<file path="src/rtl/enemy_pkg.sv">
// ============================================================================
// Module      : enemy_pkg
// Description : Shared enemy types, facing codes, screen bounds and the
//               clamped position-update helper.
// Revision    : 1.0 - initial release
// ============================================================================
`default_nettype none

package enemy_pkg;

    // Life cycle of one enemy
    typedef enum logic [1:0] {
        S_SPAWN = 2'd0,
        S_CHASE = 2'd1,
        S_HIT   = 2'd2,
        S_DEAD  = 2'd3
    } enemy_state_t;

    // Facing codes consumed by the walk animation
    localparam logic [1:0] DIR_DOWN  = 2'd0;
    localparam logic [1:0] DIR_UP    = 2'd1;
    localparam logic [1:0] DIR_LEFT  = 2'd2;
    localparam logic [1:0] DIR_RIGHT = 2'd3;

    // Playfield bounds shared with the player and bullet blocks (min is 0)
    localparam logic [8:0] SCREEN_X_MAX = 9'd303;
    localparam logic [8:0] SCREEN_Y_MAX = 9'd223;

    // pos + signed motion, saturated to [0, max]; widened so nothing wraps
    function automatic logic [8:0] clamp_pos(
        input logic [8:0] pos,
        input logic [8:0] motion,
        input logic [8:0] max
    );
        logic signed [10:0] sum;
        sum = $signed({2'b00, pos}) + $signed({{2{motion[8]}}, motion});
        if (sum < 11'sd0) begin
            return 9'd0;
        end else if (sum > $signed({2'b00, max})) begin
            return max;
        end else begin
            return sum[8:0];
        end
    endfunction

endpackage

`default_nettype wire

</file>
<file path="src/rtl/enemy_axis_step.sv">
// ============================================================================
// Module      : enemy_axis_step
// Description : One-axis chase step. Produces a signed move of at most STEP
//               pixels toward the target, plus |target - pos| so the top
//               level can decide which axis sets the facing.
// Revision    : 1.0 - initial release
// ============================================================================
`default_nettype none

module enemy_axis_step #(
    parameter logic [8:0] STEP = 9'd1
) (
    input  logic [8:0] pos,
    input  logic [8:0] target,
    output logic [8:0] motion,
    output logic [8:0] abs_d
);

    logic [9:0] w_d;
    logic [8:0] w_mag;

    // Signed distance, its magnitude, and the step limited so it never overshoots
    always_comb begin
        w_d   = {1'b0, target} - {1'b0, pos};
        abs_d = w_d[9] ? (~w_d[8:0] + 9'd1) : w_d[8:0];
        w_mag = (abs_d < STEP) ? abs_d : STEP;
        motion = w_d[9] ? (9'd0 - w_mag) : w_mag;
    end

endmodule

`default_nettype wire

</file>
<file path="src/rtl/enemy_chase.sv">
// ============================================================================
// Module      : enemy_chase
// Description : Per-enemy chase stage. Each frame moves one step toward the
//               player, tracks facing and hit points, and sequences the
//               spawn / chase / hit / dead life cycle.
// Revision    : 1.0 - initial release
// ============================================================================
`default_nettype none

module enemy_chase
    import enemy_pkg::*;
#(
    parameter logic [8:0] SPAWN_X      = 9'd16,
    parameter logic [8:0] SPAWN_Y      = 9'd16,
    parameter logic [8:0] STEP         = 9'd1,
    parameter logic [8:0] X_MAX        = SCREEN_X_MAX,
    parameter logic [8:0] Y_MAX        = SCREEN_Y_MAX,
    parameter logic [1:0] HP_INIT      = 2'd3,
    parameter logic [7:0] SPAWN_FRAMES = 8'd30,
    parameter logic [7:0] HIT_FRAMES   = 8'd8,
    parameter logic [7:0] DEAD_FRAMES  = 8'd60
) (
    input  logic       frame_clk,
    input  logic       Reset,
    input  logic       Enable,
    input  logic [8:0] Player_X,
    input  logic [8:0] Player_Y,
    input  logic       Hit,
    output logic [8:0] Obj_X_Pos,
    output logic [8:0] Obj_Y_Pos,
    output logic [8:0] Obj_X_Motion,
    output logic [8:0] Obj_Y_Motion,
    output logic [1:0] Obj_Dir,
    output logic       Obj_Alive,
    output logic [1:0] Obj_Hp
);

    enemy_state_t r_state, w_state;
    logic [7:0]   r_cnt,   w_cnt;
    logic [8:0]   r_x,     w_x;
    logic [8:0]   r_y,     w_y;
    logic [1:0]   r_dir,   w_dir;
    logic [1:0]   r_hp,    w_hp;

    logic [8:0]   w_step_x, w_step_y;
    logic [8:0]   w_abs_x,  w_abs_y;
    logic [8:0]   w_x_motion, w_y_motion;

    enemy_axis_step #(.STEP(STEP)) u_step_x (
        .pos    (r_x),
        .target (Player_X),
        .motion (w_step_x),
        .abs_d  (w_abs_x)
    );

    enemy_axis_step #(.STEP(STEP)) u_step_y (
        .pos    (r_y),
        .target (Player_Y),
        .motion (w_step_y),
        .abs_d  (w_abs_y)
    );

    // State register: reset wins over everything, including Enable
    always_ff @(posedge frame_clk) begin
        if (Reset) begin
            r_state <= S_SPAWN;
            r_cnt   <= 8'd0;
            r_x     <= SPAWN_X;
            r_y     <= SPAWN_Y;
            r_dir   <= DIR_DOWN;
            r_hp    <= HP_INIT;
        end else begin
            r_state <= w_state;
            r_cnt   <= w_cnt;
            r_x     <= w_x;
            r_y     <= w_y;
            r_dir   <= w_dir;
            r_hp    <= w_hp;
        end
    end

    // Next-state, motion and position/facing/HP update; everything holds when disabled
    always_comb begin
        w_state    = r_state;
        w_cnt      = r_cnt;
        w_x        = r_x;
        w_y        = r_y;
        w_dir      = r_dir;
        w_hp       = r_hp;
        w_x_motion = 9'd0;
        w_y_motion = 9'd0;

        if (Enable && (r_state == S_CHASE)) begin
            w_x_motion = w_step_x;
            w_y_motion = w_step_y;
        end

        if (Enable) begin
            case (r_state)
                S_SPAWN: begin
                    if (r_cnt == SPAWN_FRAMES - 8'd1) begin
                        w_state = S_CHASE;
                        w_cnt   = 8'd0;
                    end else begin
                        w_cnt = r_cnt + 8'd1;
                    end
                end
                S_CHASE: begin
                    if (Hit) begin
                        // Accepted hit: no move on this edge
                        w_cnt = 8'd0;
                        if (r_hp > 2'd1) begin
                            w_hp    = r_hp - 2'd1;
                            w_state = S_HIT;
                        end else begin
                            w_hp    = 2'd0;
                            w_state = S_DEAD;
                        end
                    end else begin
                        w_x = clamp_pos(r_x, w_x_motion, X_MAX);
                        w_y = clamp_pos(r_y, w_y_motion, Y_MAX);
                        // Dominant axis sets facing; X wins ties
                        if ((w_x_motion != 9'd0) || (w_y_motion != 9'd0)) begin
                            if (w_abs_x >= w_abs_y) begin
                                w_dir = w_x_motion[8] ? DIR_LEFT : DIR_RIGHT;
                            end else begin
                                w_dir = w_y_motion[8] ? DIR_UP : DIR_DOWN;
                            end
                        end
                    end
                end
                S_HIT: begin
                    if (r_cnt == HIT_FRAMES - 8'd1) begin
                        w_state = S_CHASE;
                        w_cnt   = 8'd0;
                    end else begin
                        w_cnt = r_cnt + 8'd1;
                    end
                end
                S_DEAD: begin
                    if (r_cnt == DEAD_FRAMES - 8'd1) begin
                        w_state = S_SPAWN;
                        w_cnt   = 8'd0;
                        w_x     = SPAWN_X;
                        w_y     = SPAWN_Y;
                        w_hp    = HP_INIT;
                    end else begin
                        w_cnt = r_cnt + 8'd1;
                    end
                end
                default: begin
                    w_state = S_SPAWN;
                    w_cnt   = 8'd0;
                end
            endcase
        end
    end

    assign Obj_X_Pos    = r_x;
    assign Obj_Y_Pos    = r_y;
    assign Obj_X_Motion = w_x_motion;
    assign Obj_Y_Motion = w_y_motion;
    assign Obj_Dir      = r_dir;
    assign Obj_Hp       = r_hp;
    assign Obj_Alive    = (r_state == S_CHASE) || (r_state == S_HIT);

endmodule

`default_nettype wire

</file>
<file path="config.mk">
export PLATFORM = sky130hd
export DESIGN_NAME = enemy_chase
export DESIGN_NICKNAME = d
export VERILOG_FILES = /design/src/rtl/enemy_pkg.sv /design/src/rtl/enemy_axis_step.sv /design/src/rtl/enemy_chase.sv
export SDC_FILE = /design/constraint.sdc
export NUM_CORES = 1
export LEC_CHECK = 0
export CAP_MARGIN = 40
export CORE_ASPECT_RATIO = 1.4
export CORE_MARGIN = 3
export CORE_UTILIZATION = 50
export DETAILED_ROUTE_END_ITERATION = 8
export PLACE_DENSITY = 0.73
export SETUP_SLACK_MARGIN = 0.1
export SLEW_MARGIN = 20
export SYNTH_ARGS = -nofsm -noshare
export SYNTH_HDL_FRONTEND = slang
export SYNTH_SLANG_ARGS = --single-unit
</file>
<file path="constraint.sdc">
create_clock -name frame_clk -period 7.9 [get_ports frame_clk]
set_input_delay 1.58 -clock frame_clk [delete_from_list [all_inputs] [get_ports frame_clk]]
set_output_delay 1.58 -clock frame_clk [all_outputs]
set_load 0.1 [all_outputs]
</file>
==> results of run 1 <==
how the worst min path moves through the flow:
stage                     slack (ps)         start      endpoint
after global placement           480  Obj_X_Pos[8]  Obj_X_Pos[8]
after CTS                        510  Obj_X_Pos[8]  Obj_X_Pos[8]
after global routing             540  Obj_Y_Pos[8]  Obj_Y_Pos[8]
final                            500  Obj_X_Pos[8]  Obj_X_Pos[8]
after floorplan                  490      r_cnt[5]      r_cnt[5]
after detailed placement         500  Obj_X_Pos[2]  Obj_X_Pos[2]
power groups by stage:
stage	logic, mW	clock network (mW)	registers [mW]
floorplan	0.139	0	0.167
global placement	0.176	0	0.167
detailed placement	0.179	0	0.167
CTS	0.181	0.222	0.164
global route	0.204	0.228	0.164
finish	0.182	0.218	0.164
metal layers:
metal	vias up	GRT usage (%)	share of wire [%]
met1	2114	27.3	41
li1	2222	-	-
met5	-	0	0
met2	86	45.4	53
met3	27	2.66	3.5
met4	0	10.5	3.0
cells by family (layout without fill, tap and decap cells):
group                      count (synthesis)  after routing  synth area share, %
adders and majority gates                 61             61                 18.0
other                                      1              2               0.0854
DFF                                       32             32                 14.6
xor gates and xnor gates                  47             47                 9.55
and+or+nand+nor                          198            198                 24.0
muxes                                      7              7                 1.65
AOI/OAI and AO/OA                        157            157                 27.3
buffers and inverters                     54            146                 4.82
stage by stage:
| step | instances | cell area (µm²) |
|---|---|---|
| finish | 752 | 5750 |
| global route | 752 | 5750 |
| CTS | 752 | 5730 |
| detailed placement | 744 | 5560 |
| global placement | 721 | 5190 |
| floorplan | 558 | 4450 |
what timing repair did:
item	CTS	global route
endpoints found under the setup margin	0	9
resized for setup	0	6
buffers inserted	0	0
worst max-delay path, stage by stage:
cell	delay, ps
clkdlybuf4s50_1	450
inv_1	40
ha_1	220
fa_1	430
nand2b_2	250
a2111oi_1	450
a211o_1	260
or3_1	210
nand4_1	180
a2111oi_4	390
buf_4	220
nor2_1	70
ha_1	260
fa_1	430
a21o_1	180
a21oi_1	230
o21bai_1	90
a21oi_1	230
o21bai_1	120
a21oi_1	180
xnor2_1	100
a21oi_1	420
nor2_1	150
a221o_1	350
Yosys cell counts, drive strengths merged (4+ instances only):
library cell	instances	area, µm²
ha	56	701
nor2	51	194
a21oi	45	236
inv	45	169
nand2	38	143
dfxtp	32	641
xnor2	30	263
nor3	22	125
o21ai	19	98.8
xor2	17	156
nand3	14	75.1
nand2b	13	83.8
nor2b	12	75.1
o31ai	10	93.8
a21o	9	67.6
a22o	7	61.3
and2	7	46.3
clkbuf	7	26.3
o211ai	7	57.6
o21bai	7	52.6
or2	7	43.8
a2111oi	6	77.6
a211oi	6	55.1
and3	6	37.5
or3	6	37.5
mux2i	5	50.1
nand4	5	31.3
a211o	4	35.0
a31oi	4	25.0
fa	4	80.1
nor4	4	40.0
o2111ai	4	41.3
cell type report:
cell class | count | area (µm²)
Sequential cell | 32 | 641
Fill cell | 656 | 2600
Clock buffer | 5 | 125
Multi-Input combinational cell | 472 | 3610
Clock inverter | 3 | 42.5
Tap cell | 102 | 128
Timing Repair Buffer | 93 | 1030
Inverter | 45 | 169
sequential cells by signal, summed over array words and instances (netlist names):
register and cells:
r_cnt 8, Obj_Hp 2, Obj_X_Pos 9, Obj_Y_Pos 9, Obj_Dir 2, r_state 2
==> impl_metrics.env, run 1 <==
export IMPL_status="finished clean"
export IMPL_vias=4449
export IMPL_fmax_mhz=137
export IMPL_post_dp_hpwl_um=9700
export IMPL_core_area_um2=8340
export IMPL_ys_seq_area_share_pct=14.6
export IMPL_ys_ff_latch=32
export IMPL_cts_htree_levels=2
export IMPL_pwr_share_comb_pct=32.3
export IMPL_finalSetupTns_ps=0
export IMPL_cp_max_fo=6
export IMPL_min_path_type="reg2reg"
export IMPL_syn_avg_cell_area_um2=7.88
export IMPL_clk_pin_slew_worst_paths_ps=50
export IMPL_rows=39
export IMPL_rsz0062_at_grt="false"
export IMPL_grt_max_degree=22
export IMPL_timing_final_crit_share_pct=92.6
export IMPL_p_int_mw=0.387
export IMPL_reg2reg_depth=23
export IMPL_worstMarginPinSlew_ps=769
export IMPL_crit_required_ps=8060
export IMPL_n_antenna_cell=0
export IMPL_leakagePower_nw=2.48
export IMPL_synthCells=557
export IMPL_period_minus_slack_ps=7320
export IMPL_maxCapViolations=0
export IMPL_cts_buffers=5
export IMPL_end_kind="flop"
export IMPL_p_per_area_nw_per_um2=98.2
export IMPL_hold_ws_ps=504
export IMPL_arrival_ps=7480
export IMPL_final_cell_mix="ha_1, nor2_1, a21oi_1, clkdlybuf4s50_1, inv_1"
export IMPL_final_hold_viol_count=0
export IMPL_vias_per_cell=5.92
export IMPL_wl_um=11900
export IMPL_drc_errors=0
export IMPL_clockBufferDepth=2
export IMPL_crit_path_end="Obj_X_Pos[4]"
export IMPL_sw_frac_of_total_pct=31.5
export IMPL_antenna_found_initial=0
export IMPL_fin_util_pct=68.9
export IMPL_cts_tree="yes"
export IMPL_yosysWarnings=0
export IMPL_area_delta_synth_final_pct=30.9
export IMPL_firstDrtPassIters=4
export IMPL_vdd_ir_drop_max_uv=96.5
export IMPL_die_h_um=117
export IMPL_seq_power_share_pct=29.1
export IMPL_wl_per_cell_um=15.8
export IMPL_holdPathStages=2
export IMPL_drt_iter0_drc=182
export IMPL_setup_ws_ps=584
export IMPL_clock_sinks=32
export IMPL_ios=63
export IMPL_cp_startpoint="Player_X[0]"
export IMPL_async_flop_share_pct=0
export IMPL_place_gp_congestion=0.930
export IMPL_ys_flop_type="dfxtp_1"
export IMPL_antenna_left=0
export IMPL_worstSkewPairLatency_ps=280
export IMPL_synth_edf_count=0
export IMPL_power_mw=0.564
export IMPL_switchingPower_mw=0.178
export IMPL_relSlewSlack_pct=48.7
export IMPL_initial_core_util_pct=52.6
export IMPL_grt_pass1_vias=4466
export IMPL_r2r_end="Obj_X_Pos[4]"
export IMPL_overflow=0
export IMPL_layout_drive_gt1_share_pct=15.7
export IMPL_final_nets=731
export IMPL_port_buffers=62
export IMPL_crit_reg2reg_launch="Obj_X_Pos[5]"
export IMPL_drv_slew=0
export IMPL_cts_root_buf="clkbuf_16"
export IMPL_dieArea_um2=9960
export IMPL_r2r_setup_slack_ps=1930
export IMPL_fin_skew_ps=6.94
export IMPL_yosysUniqueCellTypes=86
export IMPL_grt_pass1_wl_um=20000
export IMPL_grt_usage_pct=24.2
export IMPL_startpoint_type="input pin"
export IMPL_synth_area_um2=4390
export IMPL_final_common_cell="ha_1"
export IMPL_worst_setup_path_type="in2reg"
export IMPL_pwr_share_clk_pct=38.7
export IMPL_setup_violations=0
export IMPL_fp_dieW_um=85.2
export IMPL_pre_cts_ws_ps=174
export IMPL_cts_hold_buf=0
No activity file was read; power rests on OpenSTA's default activity.
==> run 2, diff against run 1 <==
Settings changed: SLEW_MARGIN 20 to not set.
==> results of run 2 <==
Same layout as run 1: the final DEF is identical, and so are final timing and power.
==> run 3, diff against run 2 <==
Settings changed: SETUP_SLACK_MARGIN 0.1 to 0.2.
==> impl_metrics.env, run 3 (synthesis results as in run 1) <==
export IMPL_status="finished clean"
export IMPL_p_int_mw=0.353
export IMPL_grt_usage_pct=24.0
export IMPL_wl_per_cell_um=15.8
export IMPL_end_kind="flop"
export IMPL_met1_usage_pct=28.4
export IMPL_clockBufferDepth=2
export IMPL_pwr_share_clk_pct=34.7
export IMPL_core_area_um2=8340
export IMPL_n_antenna_cell=0
export IMPL_hold_ws_ps=500
export IMPL_relSlewSlack_pct=41.7
export IMPL_final_common_cell="ha_1"
export IMPL_max_stage_delay_ps=560
export IMPL_antenna_found_initial=0
export IMPL_vdd_ir_drop_max_uv=101
export IMPL_clk_pin_slew_worst_paths_ps=60
export IMPL_min_path_type="reg2reg"
export IMPL_vias_per_cell=5.84
export IMPL_vias=4387
export IMPL_finalNonFillerCells=751
export IMPL_grt_met2_usage_pct=45.2
export IMPL_final_hold_viol_count=0
export IMPL_die_h_um=117
export IMPL_fin_skew_ps=5.49
export IMPL_grt_busiest_layer="met2"
export IMPL_multiInputGateArea_um2=3610
export IMPL_crit_required_ps=8060
export IMPL_port_buffers=62
export IMPL_antenna_left=0
export IMPL_fill_cells=692
export IMPL_maxCapViolations=0
export IMPL_leakagePower_nw=2.46
export IMPL_path_buf_inv=2
export IMPL_seq_power_share_pct=30.9
export IMPL_met3_usage_pct=2.03
export IMPL_pwr_share_comb_pct=34.5
export IMPL_drv_slew=0
export IMPL_fmax_mhz=138
export IMPL_slowest_stage="fa_1"
export IMPL_dieArea_um2=9960
export IMPL_final_nets=731
export IMPL_fp_dieW_um=85.2
export IMPL_worstMarginPinSlew_ps=872
export IMPL_rows=39
export IMPL_drc_errors=0
export IMPL_startpoint_type="input pin"
export IMPL_cpLargestDelayFamily="compound AO/OA/AOI/OAI gates"
export IMPL_final_seq_area_um2=641
export IMPL_cts_root_buf="clkbuf_16"
export IMPL_layout_drive_gt1_share_pct=15.4
export IMPL_cp_max_fo=7
export IMPL_period_minus_slack_ps=7260
export IMPL_switchingPower_mw=0.178
export IMPL_finalSetupTns_ps=0
export IMPL_post_dp_hpwl_um=9730
export IMPL_path_cells="clkdlybuf4s50_1, inv_1, ha_1, fa_1, ha_1, nand3_1, mux2_2, o311ai_1, xor2_1, a2111o_1, nor4_4, nor2_1, ha_1, fa_1, a21o_1, a21oi_1, o21bai_1, a2111oi_2, nor2_1, xnor2_1, a31oi_1, and2_0, nand2b_1, a22o_1"
export IMPL_dpl_cell_count=744
export IMPL_cts_htree_levels=2
export IMPL_firstDrtPassIters=4
export IMPL_sw_frac_of_total_pct=33.5
export IMPL_place_gp_congestion=0.899
export IMPL_overflow=0
export IMPL_cts_tree="yes"
export IMPL_setup_violations=0
export IMPL_rsz0062_at_grt="true"
export IMPL_timing_final_crit_share_pct=91.9
export IMPL_worst_setup_path_type="in2reg"
export IMPL_cp_common_cell="ha_1"
export IMPL_clock_sinks=32
export IMPL_grt_max_degree=22
export IMPL_drt_iter0_drc=185
export IMPL_p_per_area_nw_per_um2=93.1
export IMPL_grt_pass1_wl_um=19900
export IMPL_ios=63
export IMPL_final_cell_mix="ha_1, nor2_1, a21oi_1, clkdlybuf4s50_1, inv_1"
export IMPL_arrival_ps=7420
export IMPL_worstSkewPairLatency_ps=280
export IMPL_wl_um=11800
export IMPL_area_delta_synth_final_pct=29.8
export IMPL_power_mw=0.531
export IMPL_grt_pass1_vias=4401
export IMPL_initial_core_util_pct=52.6
export IMPL_cts_buffers=5
## run 3: tightest hold or removal path, stage by stage, from the launching register on
cell and delay (ps):
dfxtp_1 340, nand2_1 70, a21oi_1 50
## run 3: final timing paths
| path | from | to | slack, ps | cells after the start |
|---|---|---|---|---|
| worst min-delay path | Obj_X_Pos[8] | Obj_X_Pos[8] | 500 | 2 |
| worst min register to register | Obj_X_Pos[8] | Obj_X_Pos[8] | 500 | 2 |
| worst max-delay path | Player_Y[0] | Obj_Y_Pos[6] | 640 | 24 |
| worst max register to register | Obj_X_Pos[5] | Obj_X_Pos[4] | 2010 | 23 |
## run 3: area by class of cell
cell class / instances / area share [%]
clock buffer: 6 / 2.26
timing repair buffer: 93 / 17.9
clock inverter: 1 / 0.0878
sequential: 32 / 11.2
multi-input combinational: 472 / 63.3
tap: 102 / 2.24
inverter: 45 / 2.96
## run 3: routing by layer
metal	vias to the layer above	share of wire (%)
li1	2217	-
met1	2070	42
met2	77	53
met3	23	2.2
met4	0	2.5
met5	-	0
## run 3: through the flow
| stage | worst slack (ps) | instance area [µm²] | util, % |
|---|---|---|---|
| final | 640 | 5700 | 68.3 |
| after detailed placement | 216 | 5550 | 66.5 |
| after global placement | 394 | 5190 | 62.2 |
| after global routing | 176 | 5700 | 68.3 |
| after CTS | 494 | 5690 | 68.1 |
| after floorplan | 259 | 4450 | - |
## run 3: power groups by stage
| stage | registers, mW | clock network [mW] | logic (mW) |
|---|---|---|---|
| 3_5_place_dp | 0.167 | 0 | 0.181 |
| 2_1_floorplan | 0.167 | 0 | 0.139 |
| 6_report | 0.164 | 0.184 | 0.183 |
| 5_1_grt | 0.164 | 0.191 | 0.205 |
| 3_3_place_gp | 0.167 | 0 | 0.176 |
| 4_1_cts | 0.164 | 0.185 | 0.182 |
## run 3: repair_timing
action | CTS | global route
hold buffers | 0 | 0
buffers inserted | 0 | 0
endpoints found under the setup margin | 0 | 10
resized for setup | 0 | 4
